**config.mk**
```make
export PLATFORM = sky130hd
export DESIGN_NAME = text_normalizer
export DESIGN_NICKNAME = d
export VERILOG_FILES = /design/src/rtl/text_normalizer.sv
export SDC_FILE = /design/constraint.sdc
export NUM_CORES = 1
export LEC_CHECK = 0
export ABC_AREA = 1
export CORE_MARGIN = 8
export CORE_UTILIZATION = 60
export DETAILED_ROUTE_END_ITERATION = 7
export GPL_TIMING_DRIVEN = 0
export HOLD_SLACK_MARGIN = 0.05
export PLACE_DENSITY = 0.82
export SLEW_MARGIN = 20
export SYNTH_ARGS = -nofsm -noshare
export SYNTH_HDL_FRONTEND = slang
export SYNTH_SLANG_ARGS = --single-unit
```
**constraint.sdc**
```tcl
create_clock -name clk -period 7.5 [get_ports clk]
set_clock_uncertainty 0.05 [all_clocks]
set_input_delay 0.75 -clock clk [delete_from_list [all_inputs] [get_ports clk]]
set_output_delay 0.75 -clock clk [all_outputs]
set_load 0.1 [all_outputs]
```
**src/rtl/text_normalizer.sv**
```systemverilog
// text_normalizer: cleans a raw ASCII byte stream (whitespace collapse, control
// character removal) and buffers the cleaned characters in a small FWFT FIFO.
//
// Handshake (both sides): a beat transfers on a rising clk edge where
// valid && ready. in_ready is !full, taken from the registered count only, so a
// pop in the same cycle never frees room for a push. out_valid is !empty and
// out_data is the FIFO head; out_data is meaningful only while out_valid is high.
module text_normalizer #(
  parameter int DEPTH  = 8,
  parameter int ADDR_W = 3,
  parameter int CNT_W  = 16
) (
  input  logic             clk,
  input  logic             reset,
  input  logic             in_valid,
  input  logic [7:0]       in_data,
  output logic             in_ready,
  output logic             out_valid,
  output logic [7:0]       out_data,
  input  logic             out_ready,
  output logic [CNT_W-1:0] drop_cnt
);

  localparam logic [ADDR_W:0]  FULL_CNT = (ADDR_W+1)'(DEPTH);
  localparam logic [CNT_W-1:0] DROP_MAX = '1;

  logic [7:0]        mem_q [DEPTH];
  logic [ADDR_W-1:0] wr_ptr_q, wr_ptr_d;
  logic [ADDR_W-1:0] rd_ptr_q, rd_ptr_d;
  logic [ADDR_W:0]   count_q, count_d;
  logic              prev_space_q, prev_space_d;
  logic [CNT_W-1:0]  drop_cnt_q, drop_cnt_d;
  logic [7:0]        head_q, head_d;

  logic       is_space, is_ctrl, keep;
  logic [7:0] push_data;
  logic       accept, push, pop;

  // Classify the incoming byte and decide whether it survives collapsing.
  always_comb begin
    is_space  = (in_data == 8'h20) || (in_data == 8'h09) ||
                (in_data == 8'h0A) || (in_data == 8'h0D);
    is_ctrl   = !is_space && ((in_data < 8'h20) || (in_data >= 8'h7F));
    keep      = is_space ? !prev_space_q : !is_ctrl;
    push_data = is_space ? 8'h20 : in_data;
  end

  assign in_ready  = (count_q != FULL_CNT);
  assign out_valid = (count_q != '0);
  assign accept    = in_valid && in_ready;
  assign push      = accept && keep;
  assign pop       = out_valid && out_ready;
  assign out_data  = head_q;
  assign drop_cnt  = drop_cnt_q;

  // Next-state for pointers, occupancy, whitespace memory, drop counter and head.
  always_comb begin
    wr_ptr_d     = wr_ptr_q;
    rd_ptr_d     = rd_ptr_q;
    count_d      = count_q;
    prev_space_d = prev_space_q;
    drop_cnt_d   = drop_cnt_q;
    head_d       = head_q;

    if (accept) begin
      if (is_space && keep) begin
        prev_space_d = 1'b1;
      end else if (!is_space && !is_ctrl) begin
        prev_space_d = 1'b0;
      end
      if (!keep && (drop_cnt_q != DROP_MAX)) begin
        drop_cnt_d = drop_cnt_q + 1'b1;
      end
    end

    if (push) wr_ptr_d = wr_ptr_q + 1'b1;
    if (pop)  rd_ptr_d = rd_ptr_q + 1'b1;

    case ({push, pop})
      2'b10:   count_d = count_q + 1'b1;
      2'b01:   count_d = count_q - 1'b1;
      default: count_d = count_q;
    endcase

    // The head register tracks the entry that will sit at rd_ptr next cycle.
    // When the FIFO is (or becomes) empty except for this cycle's push, the
    // pushed byte is not yet in memory, so take it straight from push_data.
    // When the FIFO drains, head_q simply holds its last value.
    if (count_d != '0) begin
      if (push && (wr_ptr_q == rd_ptr_d)) begin
        head_d = push_data;
      end else begin
        head_d = mem_q[rd_ptr_d];
      end
    end
  end

  // Control state registers; reset discards any buffered data immediately.
  always_ff @(posedge clk or negedge reset) begin
    if (!reset) begin
      wr_ptr_q     <= '0;
      rd_ptr_q     <= '0;
      count_q      <= '0;
      prev_space_q <= 1'b1;
      drop_cnt_q   <= '0;
      head_q       <= '0;
    end else begin
      wr_ptr_q     <= wr_ptr_d;
      rd_ptr_q     <= rd_ptr_d;
      count_q      <= count_d;
      prev_space_q <= prev_space_d;
      drop_cnt_q   <= drop_cnt_d;
      head_q       <= head_d;
    end
  end

  // FIFO storage; contents are only meaningful under count_q, so no reset.
  always_ff @(posedge clk) begin
    if (push) begin
      mem_q[wr_ptr_q] <= push_data;
    end
  end

endmodule

```
After elaboration in Yosys (flattened, before gate mapping)
Memory sizes are Yosys's and may differ from the RTL's. A register that Yosys moved wholly into a read port is not among the register bits.
Index checks and enable logic that the tools add are counted.
{"block": "totals", "inputBits": 12, "out_inout_bits": 26, "ram_bits": 64, "n_memories": 1, "ff_bits": 27}
{"block": "op_classes", "reduce_logical": 21, "eq_ne": 8, "magnitude_cmp": 2, "muxes": 8, "add_sub_neg": 5}
{"memory": "mem_q", "depth": 8, "width": 8, "rd": 1, "rd_clocked_by_memory_dff": 1, "wr": 1, "line_no": "27", "rtl": "logic [7:0] mem_q [DEPTH];"}
{"operator": "equality test 8 x 4 -> 1 bit (second input constant)", "n": 3}
{"operator": "adder 16 x 1 -> 16 bit (second input constant)", "n": 1}
{"operator": "!= test 16 bit (second input constant)", "n": 1}
{"operator": "equality test 8 x 6 -> 1 bit (second input constant)", "n": 1}
{"operator": ">= comparator 8 x 7 -> 1 bit (second input constant)", "n": 1}
{"operator": "< comparator 8 x 6 -> 1 bit (second input constant)", "n": 1}
{"operator": "2-to-1 mux 8 bit", "n": 1}
{"operator": "one-hot mux 4 bit (2 select lines)", "n": 1}
{"operator": "nonzero test 4 bit", "n": 2}
{"operator": "logical AND 1 bit", "n": 7}
{"operator": "adder 3 x 1 -> 3 bit (second input constant)", "n": 2}
{"operator": "logical NOT 1 bit", "n": 5}
{"operator": "2-to-1 mux 1 bit", "n": 5}
{"operator": "adder 4 x 1 -> 4 bit (second input constant)", "n": 1}
{"operator": "logical OR 1 bit", "n": 4}
{"operator": "!= test 4 bit (second input constant)", "n": 1}
{"operator": "AND reduction 2 bit", "n": 2}
{"operator": "subtractor 4 x 1 -> 4 bit (second input constant)", "n": 1}
{"operator": "2-to-1 mux 3 bit", "n": 1}
{"operator": "equality test 2 x 1 -> 1 bit (second input constant)", "n": 1}
{"operator": "equality test 2 bit (second input constant)", "n": 1}
{"operator": "nonzero test 2 bit", "n": 1}

Longest topological paths before layout
Gate-level depths: netlist of the first run.
{"block": "depth", "word_depth": 12, "depth_mapped": 18}

Worst setup path after synthesis of the first run
Ideal clock, no wire load.
{"block": "synth_path", "kind": "reg-to-reg", "from": "reg count_q[0]", "to": "reg head_q[7], in the netlist out_data[7], read port of mem_q", "n_path_buf": 0, "slack_ps": 3713, "arrival_ps": 3617, "synth_period_minus_slack_ps": 3787, "required_time_ps": 7329, "setup_ps": 121, "stages_incl_launch_ff": 16, "path_cell_list": "dfrtp_1 > nor2_2 > nand3_1 > nand2_1 > inv_1 > nand3_1 > ha_1 > xor2_1 > ha_1 > mux2i_1 > inv_1 > or2_2 > nor2_4 > nand3_2 > nand3_1 > nand2_1"}
{"block": "synth_via", "elab_chain_len": 6, "word_cells_on_any_way": 12, "classes_between": "add/sub (2); eq/ne (3); mux (2); reduce/logical (5)"}
{"element": "from (decl)", "line_no": "30", "rtl": "logic [ADDR_W:0] count_q, count_d;"}
{"element": "from (signal assigned)", "line_no": "110", "rtl": "count_q <= count_d;"}
{"element": "!= test 4 bit (*)", "line_no": "48", "rtl": "assign in_ready = (count_q != FULL_CNT);"}
{"element": "named net in_ready", "line_no": "17", "rtl": "output logic in_ready,"}
{"element": "logical AND 1 bit (*)", "line_no": "50", "rtl": "assign accept = in_valid && in_ready;"}
{"element": "logical AND 1 bit (*)", "line_no": "51", "rtl": "assign push = accept && keep;"}
{"element": "equality test 2 x 1 -> 1 bit / equality test 2 bit (equally long branches)", "line_no": "79", "rtl": "case ({push, pop})"}
{"element": "one-hot mux 4 bit (2 select lines) (*)", "line_no": "79"}
{"element": "named net count_d[1]", "line_no": "30"}
{"element": "nonzero test 4 bit (*)", "line_no": "89", "rtl": "if (count_d != '0) begin"}
{"element": "to (decl)", "line_no": "33", "rtl": "logic [7:0] head_q, head_d;"}
Mark *: on every way through the listed nets, which the timed path passes. The rest lies on a longest branch.
A chain may end at the register's enable or synchronous reset.

Final worst setup path of the first run
{"block": "layout_path", "from": "in in_data[6]", "to": "reg head_q[4], in the netlist out_data[4], read port of mem_q"}
{"block": "layout_via", "elab_chain_len": 12, "word_cells_on_any_way": 19, "classes_between": "order compare (2); eq/ne (6); mux (2); reduce/logical (9)"}
{"element": "from (decl)", "line_no": "16", "rtl": "input logic [7:0] in_data,"}
{"element": "branches (longest 7 deep; another with < comparator 8 x 6 -> 1 bit)"}
{"element": "2-to-1 mux 1 bit (*)", "line_no": "44", "rtl": "keep = is_space ? !prev_space_q : !is_ctrl;"}
{"element": "logical AND 1 bit (*)", "line_no": "51"}
{"element": "equality test 2 x 1 -> 1 bit / equality test 2 bit (equally long branches)", "line_no": "79"}
{"element": "one-hot mux 4 bit (2 select lines) (*)", "line_no": "79"}
{"element": "named net count_d[1]", "line_no": "30"}
{"element": "nonzero test 4 bit (*)", "line_no": "89"}
Mark *: on every way through the listed nets, which the timed path passes.

==> run_results.csv, run 1 <==
group,metric,value,unit
power_and_ir_drop,irDropWorstVdd,277,uV
floorplanning,io-pin-count,38,
clock_tree,cts_setup_buffers,0,
floorplanning,fp.dieH,107,um
worst_setup_path,crit_path_start,"in_data[6]",
clock_tree,tritoncts_num_sinks,99,
logic_synthesis,ys_warn_count,0,
placement,place_inst,690,
timing,timing.final.hold_violations,0,
worst_setup_path,path_max_fanout,9,
timing,final_cycle_utilization_of_the_critical_path,51.8,%
logic_synthesis,sequential_to_total_area_share_from_yosys_stat,56.2,%
timing,fin_hold_ws,0.190,ns
clock_tree,cts_buffer_depth,2,
worst_setup_path,regToRegEndpoint,"out_data[4]",
worst_setup_path,worst-setup-path-type,"input pin to register",
logic_synthesis,synth_fp_nets,565,
placement,gpl.final_weighted_congestion,0.910,
logic_synthesis,yosysUniqueCellTypes,36,
final_layout,finish.utilization,70.2,%
final_layout,stdcell_area,5710,um^2
logic_synthesis,async_reset_ff_share,35.4,%
detailed_routing,number_of_vias_after_detailed_routing,3765,
final_layout,diodes,0,
worst_setup_path,endpoint_kind,"register",
placement,pre_cts_slack,3.35,ns
logic_synthesis,yosysMostFrequentCell,"nand2_1",
grt,total_global_routing_track_utilization,19.8,%
power_and_ir_drop,finalPower,2.34,mW
worst_hold_path,min_path_type,"input pin to asynchronous set/reset pin",
floorplanning,initial_util,61.2,%
detailed_routing,first_iter_violations,264,
placement,buffer_ports.inserted,37,
clock_tree,cts_inserted_buffers,9,
clock_tree,cts_root_buf,"clkbuf_8",
floorplanning,design.die.area,11500,um^2
worst_setup_path,required,7.69,ns
worst_setup_path,r2r-start,"count_q[0]",
floorplanning,core_region_area,8130,um^2
power_and_ir_drop,p_leak,2.67,nW
final_layout,layout_nets,614,
logic_synthesis,synth_edf_count,64,
final_layout,drive_gt1_share,9.15,%
detailed_routing,total_wirelength,10800,um
final_layout,final_cells,706,
logic_synthesis,post_synth_most_frequent_cells,"nand2_1, inv_1, nand3_1, edfxtp_1, dfrtp_1",
timing,worst_max_slew_pin_slew,0.987,ns
logic_synthesis,syn_inst,547,
worst_setup_path,worstPathArrival,4.07,ns
logic_synthesis,synth.area.top_cells,"edfxtp_1, dfrtp_1, nand2_1",
clock_tree,worstSkewPairLatency,0.36,ns
detailed_routing,route.detailed.vias_per_inst,5.33,
grt,grt_max_degree,28,
grt,vias_in_the_first_global_route,3815,
timing,period_minus_slack,3.88,ns
grt,globalRoute.totalOverflow,0,
placement,placed_area,5490,um^2
flow_run,maxCapViolCount,0,
timing,max_freq,0.257,GHz
logic_synthesis,synth_area_per_cell,9.10,um^2
final_layout,fill_cells,603,
timing,final_critical_path_setup_slack,3.62,ns
placement,detailed_place_hpwl,7790,um
timing,tns,0,ns
logic_synthesis,yosys_most_used_dff,"edfxtp_1",
logic_synthesis,synth-seq-cells,99,
floorplanning,die_wd,107,um
detailed_routing,wire_per_inst,15.3,um
logic_synthesis,synth.largest_area_cell,"edfxtp_1",
timing,setup-violations-final,0,
logic_synthesis,synth.top_cell.area_share,38.6,%
grt,antenna_violations_before_repair,0,
timing,final_max_slew_viol_count,0,
floorplanning,core.rowCount,33,
timing,rsz_0062_raised_after_global_routing,"no",
clock_tree,path_clk_slew,0.09,ns
power_and_ir_drop,cellPowerDensity,410,nW/um^2
timing,timing.max_slew.rel_slack,34.0,%
clock_tree,ctsResizeCount,0,
grt,grt_pass1_wl,17900,um
worst_setup_path,critPathLaunchType,"input pin",
clock_tree,clock_tree.htree_level_count,3,
clock_tree,hold_buffers,0,
detailed_routing,antenna_violating_nets_post_route,0,
logic_synthesis,mappedNetlistArea,4980,um^2
detailed_routing,route.detailed.drc,0,
clock_tree,tritoncts,"done",
detailed_routing,detailedRoute.firstPassIterationCount,5,
worst_setup_path,ff2ff_path_depth,15,
worst_setup_path,rrSetupSlack,4.10,ns
final_layout,layout-area-overhead-vs-synth,14.7,%
run_status,outcome,"complete, no violations",
==> area by class of cell <==
type                            count  area [um^2]  area share (%)
Clock buffer                       11          131            2.30
Clock inverter                      5         85.1            1.49
Multi-Input combinational cell    340         1750            30.6
Sequential cell                    99         2800            49.0
Buffer                             13         75.1            1.31
Inverter                           95          357            6.25
Tap cell                          105          131            2.30
Timing Repair Buffer               38          385            6.75
==> kinds of logic (layout without fill, tap and decap cells) <==
family	count (synthesis)	in the layout	share of synthesized area, %
buffers and inverters	108	162	8.67
and+or+nand+nor	298	298	27.6
DFF	99	99	56.2
xor gates and xnor gates	21	21	4.00
adders and majority gates	6	6	1.51
AOI/OAI and AO/OA	14	14	1.81
muxes	1	1	0.201
==> how the worst max path moves through the flow <==
stage / depth (start not counted) / end
floorplan: 15 / out_data[7]
global placement: 16 / out_data[7]
detailed placement: 16 / out_data[4]
CTS: 16 / out_data[4]
global route: 18 / out_data[4]
finish: 16 / out_data[4]
==> cells in the final DEF (no fill, tap or decap), drive strengths merged, types with 2 or more instances in the layout <==
cell type and instances:
nand4 2, a21oi 2, or2 3, ha 6
xor2 15, inv 96, clkdlybuf4s50 36, nand2 155
bufinv 2, nor2 35, dfrtp 34, nor3 8
o21ai 8, clkbuf 14, o211ai 2, edfxtp 64
xnor2 6, buf 12, nand3 94
==> per-layer routing <==
metal | GRT usage [%] | routed length, um | vias up
met4 | 9.95 | 336 | 0
met1 | 24.4 | 4520 | 1761
li1 | - | - | 1840
met5 | 0 | 0 | -
met3 | 3.24 | 589 | 34
met2 | 33.0 | 5370 | 130
==> critical path, stage by stage <==
cell and delay [ns]:
clkdlybuf4s50_1 0.53, nor3_1 0.27, nand3_2 0.13, nand2_2 0.12
nand2_1 0.08, nand3_1 0.29, ha_1 0.30, xor2_1 0.22
ha_1 0.26, mux2i_1 0.12, inv_1 0.06, or2_2 0.30
nor2_4 0.24, nand3_2 0.18, nand2_1 0.14, nand2_1 0.08
==> state kept, by name (all words and copies together) (netlist names) <==
name and cells:
count_q 4, drop_cnt 16, mem_q 64, out_data 8, prev_space_q 1, rd_ptr_q 3
wr_ptr_q 3
==> where the power goes <==
group          switching (mW)  total [mW]  leakage, nW  internal [mW]
clock                   0.184       0.375        0.105          0.191
combinational           0.886        1.23         1.56          0.346
sequential             0.0638       0.737         1.00          0.673
total                    1.13        2.34         2.67           1.21
Power figures use the tool's default switching activity.
==> inputs of run 2 (changes only) <==
- CORE_UTILIZATION: 60 -> 58
- PLACE_DENSITY: 0.82 -> 0.79
- clock period: 7.5 -> 3.6 ns (I/O delays scaled with it)
==> run 2 against run 1 <==
Compared with the run above:
- setup slack worse by 3.3 ns
- via count up 0.61%
- power up 100%
- critical path depth up 2
- final cell count unchanged
- first-iteration DRC count down 3.4%
- sequential share of layout area up 0.34 points
- register-to-register slack worse by 3.6 ns
- non-clock buffer count up 1
==> run_results.csv, run 2 (same netlist as run 1, synthesis figures left out) <==
group,metric,value,unit
worst_hold_path,min_path_type,"input pin to asynchronous set/reset pin",
power_and_ir_drop,finalPower,4.70,mW
detailed_routing,number_of_vias_after_detailed_routing,3788,
detailed_routing,antenna_violating_nets_post_route,0,
placement,detailed_place_hpwl,7870,um
clock_tree,tritoncts_num_sinks,99,
final_layout,drive_gt1_share,9.32,%
final_layout,layout-area-overhead-vs-synth,14.0,%
clock_tree,cts_buffer_depth,2,
clock_tree,cts_root_buf,"clkbuf_8",
grt,grt_max_degree,27,
detailed_routing,wire_per_inst,15.3,um
placement,pre_cts_slack,-0.252,ns
grt,globalRoute.totalOverflow,0,
timing,timing.final.hold_violations,0,
flow_run,maxCapViolCount,0,
detailed_routing,total_wirelength,10800,um
floorplanning,die_wd,109,um
final_layout,layout_nets,615,
placement,buffer_ports.inserted,37,
worst_setup_path,required,3.80,ns
power_and_ir_drop,irDropWorstVdd,603,uV
worst_setup_path,r2r-start,"count_q[0]",
timing,worst_max_slew_pin_slew,1.02,ns
run_status,outcome,"complete, no violations",
detailed_routing,route.detailed.vias_per_inst,5.37,
worst_setup_path,crit_path_start,"in_data[4]",
floorplanning,core.rowCount,33,
worst_setup_path,worst-setup-path-type,"input pin to register",
worst_setup_path,regToRegEndpoint,"out_data[7]",
grt,total_global_routing_track_utilization,19.7,%
timing,tns,0,ns
clock_tree,tritoncts,"done",
floorplanning,fp.dieH,109,um
final_layout,most_frequent_standard_cell_in_the_layout_excluding_fill_and_tap_cells,"nand2_1",
timing,rsz_0062_raised_after_global_routing,"no",
clock_tree,path_clk_slew,0.08,ns
floorplanning,core_region_area,8260,um^2
worst_setup_path,ff2ff_path_depth,15,
final_layout,diodes,0,
worst_setup_path,worstPathArrival,3.50,ns
timing,final_max_slew_viol_count,0,
timing,final_cycle_utilization_of_the_critical_path,91.7,%
worst_setup_path,endpoint_kind,"register",
worst_setup_path,path_max_fanout,9,
final_layout,flip_flop_count_of_the_largest_register_all_copies_and_words_added,64,
timing,max_freq,0.303,GHz
power_and_ir_drop,cellPowerDensity,829,nW/um^2
floorplanning,initial_util,60.3,%
final_layout,most-common-layout-cells,"nand2_1, inv_1, nand3_1",
final_layout,regMostFlops,"mem_q",
power_and_ir_drop,p_leak,2.65,nW
timing,final_critical_path_setup_slack,0.299,ns
grt,antenna_violations_before_repair,0,
clock_tree,clock_tree.htree_level_count,3,
grt,grt_pass1_wl,17900,um
clock_tree,cts_inserted_buffers,9,
detailed_routing,first_iter_violations,255,
clock_tree,worstSkewPairLatency,0.36,ns
detailed_routing,detailedRoute.firstPassIterationCount,5,
timing,setup-violations-final,0,
placement,gpl.final_weighted_congestion,0.898,
worst_setup_path,crit_end,"out_data[7]",
timing,period_minus_slack,3.30,ns
floorplanning,io-pin-count,38,
timing,timing.max_slew.rel_slack,31.8,%
detailed_routing,route.detailed.drc,0,
floorplanning,design.die.area,11800,um^2
grt,vias_in_the_first_global_route,3721,
worst_setup_path,critPathLaunchType,"input pin",
worst_setup_path,rrSetupSlack,0.46,ns
-- run 2: cell types whose count changed in the layout (fill, tap and decap cells not counted), sizes merged --
cell,previous run,this run
bufinv,2,0
clkbuf,14,12
clkinv,1,5
clkinvlp,1,2
dlygate4sd3,0,1
inv,96,94
-- run 2: worst min-delay path by stage --
stage | from | to | slack [ns] | cells past startpoint
5_1_grt | reset | count_q[0] | 0.35 | 2
4_1_cts | reset | count_q[0] | 0.34 | 2
3_5_place_dp | reset | count_q[0] | 0.18 | 1
3_3_place_gp | prev_space_q | prev_space_q | 0.43 | 2
6_report | reset | count_q[0] | 0.35 | 2
2_1_floorplan | reset | count_q[0] | 0.01 | 0
-- run 2: layer usage --
metal | track usage, % | wire, um
met3 | 3.66 | 532
met5 | 0 | 0
met2 | 33.0 | 5330
met1 | 25.2 | 4760
met4 | 6.55 | 196
-- run 2: final cells by class --
class	instances	area, um^2
Clock buffer	9	124
Multi-Input combinational cell	340	1760
Sequential cell	99	2800
Clock inverter	6	33.8
Timing Repair Buffer	39	395
Fill cell	646	2590
Inverter	95	357
Tap cell	105	131
Buffer	13	75.1
-- run 2: report_power, final --
part | internal [mW] | switching [mW] | total, mW
Combinational | 0.720 | 1.84 | 2.56
Sequential | 1.40 | 0.138 | 1.54
Clock | 0.241 | 0.361 | 0.602
Total | 2.36 | 2.34 | 4.70
-- run 2: critical path: stages --
cell             delay [ns]
clkdlybuf4s50_1        0.53
inv_1                  0.09
nand2_1                0.05
nor2_1                 0.15
nand3_2                0.10
nand2_2                0.12
nand2_1                0.09
nand3_2                0.18
ha_1                   0.27
xor2_1                 0.21
ha_1                   0.26
mux2i_1                0.12
inv_1                  0.06
or2_2                  0.29
nor2_4                 0.23
nand3_2                0.19
nand3_1                0.14
nand2_1                0.05
-- run 2: through the flow --
| stage | cell area [um^2] | hold WS (ns) | std cells | util (%) |
|---|---|---|---|---|
| after global placement | 5480 | 0.425 | 689 | 66.4 |
| after global routing | 5670 | 0.349 | 706 | 68.7 |
| after detailed placement | 5500 | 0.185 | 690 | 66.6 |
| after floorplan | 4980 | 0.0144 | 547 | - |
| after CTS | 5670 | 0.344 | 706 | 68.6 |
| final | 5670 | 0.350 | 706 | 68.7 |
-- run 2: what timing repair did --
action,in CTS,in global routing
resized for setup,0,1
hold endpoints to repair,9,0
buffers inserted,0,0
setup endpoints to repair,0,8
hold buffers,1,0
==> inputs of run 3 (changes only) <==
- CORE_UTILIZATION: 58 -> 60
- PLACE_DENSITY: 0.79 -> 0.82
- clock period: 3.6 -> 4 ns (I/O delays scaled with it)
==> run 3 against run 2 <==
Compared with the run above:
- die area shrank 2.9%
- core utilization up 1.6 points
- combinational power decreased by 9.8%
- clock power increased by 17%
- worst hold slack improved by 0.024 ns
- count of clock-buffer cells in the layout increased by 2
- non-clock buffer count unchanged
- sequential power is 10% lower
- first-iteration DRC count down 8.2%
- largest cell class unchanged
==> run_results.csv, run 3 (same netlist as run 1, synthesis figures left out) <==
group,metric,value,unit
worst_setup_path,endpoint_kind,"register",
timing,worst_max_slew_pin_slew,0.987,ns
clock_tree,cts_root_buf,"clkbuf_8",
timing,final_critical_path_setup_slack,0.470,ns
final_layout,final_cells,707,
clock_tree,cts_buffer_depth,2,
placement,pre_cts_slack,0.200,ns
timing,final_max_slew_viol_count,0,
detailed_routing,detailedRoute.firstPassIterationCount,4,
worst_setup_path,rrSetupSlack,0.61,ns
detailed_routing,first_iter_violations,234,
final_layout,regMostFlops,"mem_q",
floorplanning,io-pin-count,38,
grt,grt_pass1_wl,17900,um
worst_setup_path,critPathLaunchType,"input pin",
clock_tree,cts_inserted_buffers,9,
worst_setup_path,worstPathArrival,3.72,ns
timing,timing.max_slew.rel_slack,34.0,%
clock_tree,clock_tree.htree_level_count,3,
placement,detailed_place_hpwl,7790,um
final_layout,diodes,0,
detailed_routing,antenna_violating_nets_post_route,0,
grt,vias_in_the_first_global_route,3818,
detailed_routing,route.detailed.vias_per_inst,5.32,
final_layout,most-common-layout-cells,"nand2_1, inv_1, nand3_1",
grt,globalRoute.totalOverflow,0,
worst_setup_path,worst-setup-path-type,"input pin to register",
run_status,outcome,"complete, no violations",
clock_tree,tritoncts_num_sinks,99,
clock_tree,tritoncts,"done",
clock_tree,worstSkewPairLatency,0.36,ns
detailed_routing,route.detailed.drc,0,
worst_setup_path,path_max_fanout,9,
detailed_routing,total_wirelength,10800,um
grt,total_global_routing_track_utilization,19.8,%
timing,period_minus_slack,3.53,ns
timing,rsz_0062_raised_after_global_routing,"no",
placement,buffer_ports.inserted,37,
timing,timing.final.hold_violations,0,
final_layout,flip_flop_count_of_the_largest_register_all_copies_and_words_added,64,
timing,final_cycle_utilization_of_the_critical_path,88.2,%
worst_setup_path,timing.critical_path.cells,"clkdlybuf4s50_1 -> nor3_1 -> nand3_2 -> nand2_2 -> nand2_1 -> nand3_1 -> ha_1 -> xor2_1 -> ha_1 -> mux2i_1 -> inv_1 -> or2_2 -> nor2_4 -> nand3_2 -> nand2_1 -> nand2_1",
flow_run,maxCapViolCount,0,
clock_tree,path_clk_slew,0.09,ns
power_and_ir_drop,irDropWorstVdd,519,uV
worst_setup_path,cp_slowest_stage_delay,0.53,ns
power_and_ir_drop,p_leak,2.67,nW
power_and_ir_drop,cellPowerDensity,768,nW/um^2
worst_setup_path,most_common_cell_on_crit_path,"nand2_1",
floorplanning,design.die.area,11500,um^2
detailed_routing,number_of_vias_after_detailed_routing,3762,
timing,tns,0,ns
floorplanning,fp.dieH,107,um
floorplanning,initial_util,61.2,%
timing,fin_hold_ws,0.374,ns
placement,place_inst,690,
floorplanning,die_wd,107,um
worst_setup_path,required,4.19,ns
timing,setup-violations-final,0,
grt,antenna_violations_before_repair,0,
timing,max_freq,0.283,GHz
grt,grt_max_degree,28,
floorplanning,core_region_area,8130,um^2
placement,gpl.final_weighted_congestion,0.910,
final_layout,most_frequent_standard_cell_in_the_layout_excluding_fill_and_tap_cells,"nand2_1",
floorplanning,core.rowCount,33,
detailed_routing,wire_per_inst,15.3,um
power_and_ir_drop,finalPower,4.39,mW
worst_setup_path,critical-path-slowest-cell,"clkdlybuf4s50_1",
clock_tree,cts_setup_buffers,0,
final_layout,layout_nets,615,
worst_hold_path,min_path_type,"input pin to asynchronous set/reset pin",
final_layout,drive_gt1_share,9.14,%
final_layout,layout-area-overhead-vs-synth,14.9,%
==> run 3: changes by cell type in the layout (fill, tap and decap cells not counted), moves of 2 or more <==
cell,delta
bufinv_16,+2
clkbuf_1,+2
clkinv_1,-2
inv_6,+2
nand3_1,+2
nand3_2,-2
==> run 3: path summary, 6_finish.rpt <==
| path | start | cells past startpoint | endpoint |
|---|---|---|---|
| worst max-delay path | in_data[6] | 16 | out_data[4] |
| worst min-delay path | reset | 2 | count_q[3] |
| worst max register to register | count_q[0] | 15 | out_data[4] |
| worst min register to register | prev_space_q | 2 | prev_space_q |
| max in group asynchronous | reset | 3 | prev_space_q |
| min in group clk | prev_space_q | 2 | prev_space_q |
==> run 3: critical path: cells and delay by family <==
| kind | cells | cell delay, ns |
|---|---|---|
| AND/OR/NAND/NOR | 10 | 1.84 |
| multiplexers | 1 | 0.12 |
| buffers and inverters | 2 | 0.59 |
| XOR/XNOR | 1 | 0.22 |
| adder cells (fa/ha/maj) | 2 | 0.56 |
==> run 3: metal layers <==
layer  GRT usage, %  routed length (um)
met4           9.95                 365
met3           3.24                 637
met2           33.0                5430
met1           24.5                4370
met5              0                   0
==> run 3: area by class of cell <==
cell class | instances | area (um^2)
multi-input cells | 340 | 1750
clock buffers | 11 | 131
fillers | 601 | 2410
well taps | 105 | 131
repair buffers | 39 | 395
plain buffers | 13 | 75.1
inverters | 95 | 357
flip-flops and latches | 99 | 2800
clock inverters | 5 | 85.1
==> run 3: power by group <==
part | total, mW | switching, mW | internal [mW]
Clock | 0.704 | 0.346 | 0.358
Sequential | 1.38 | 0.120 | 1.26
Combinational | 2.31 | 1.66 | 0.650
Total | 4.39 | 2.13 | 2.27
==> run 3: what timing repair did <==
| item | CTS | global route |
|---|---|---|
| hold buffers | 1 | 0 |
| hold endpoints to repair | 8 | 0 |
| resized for setup | 0 | 0 |
==> run 3: stage by stage <==
step	area [um^2]	utilization [%]
detailed placement	5490	67.5
global route	5720	70.3
floorplan	4980	-
CTS	5720	70.3
global placement	5480	67.3
finish	5720	70.3
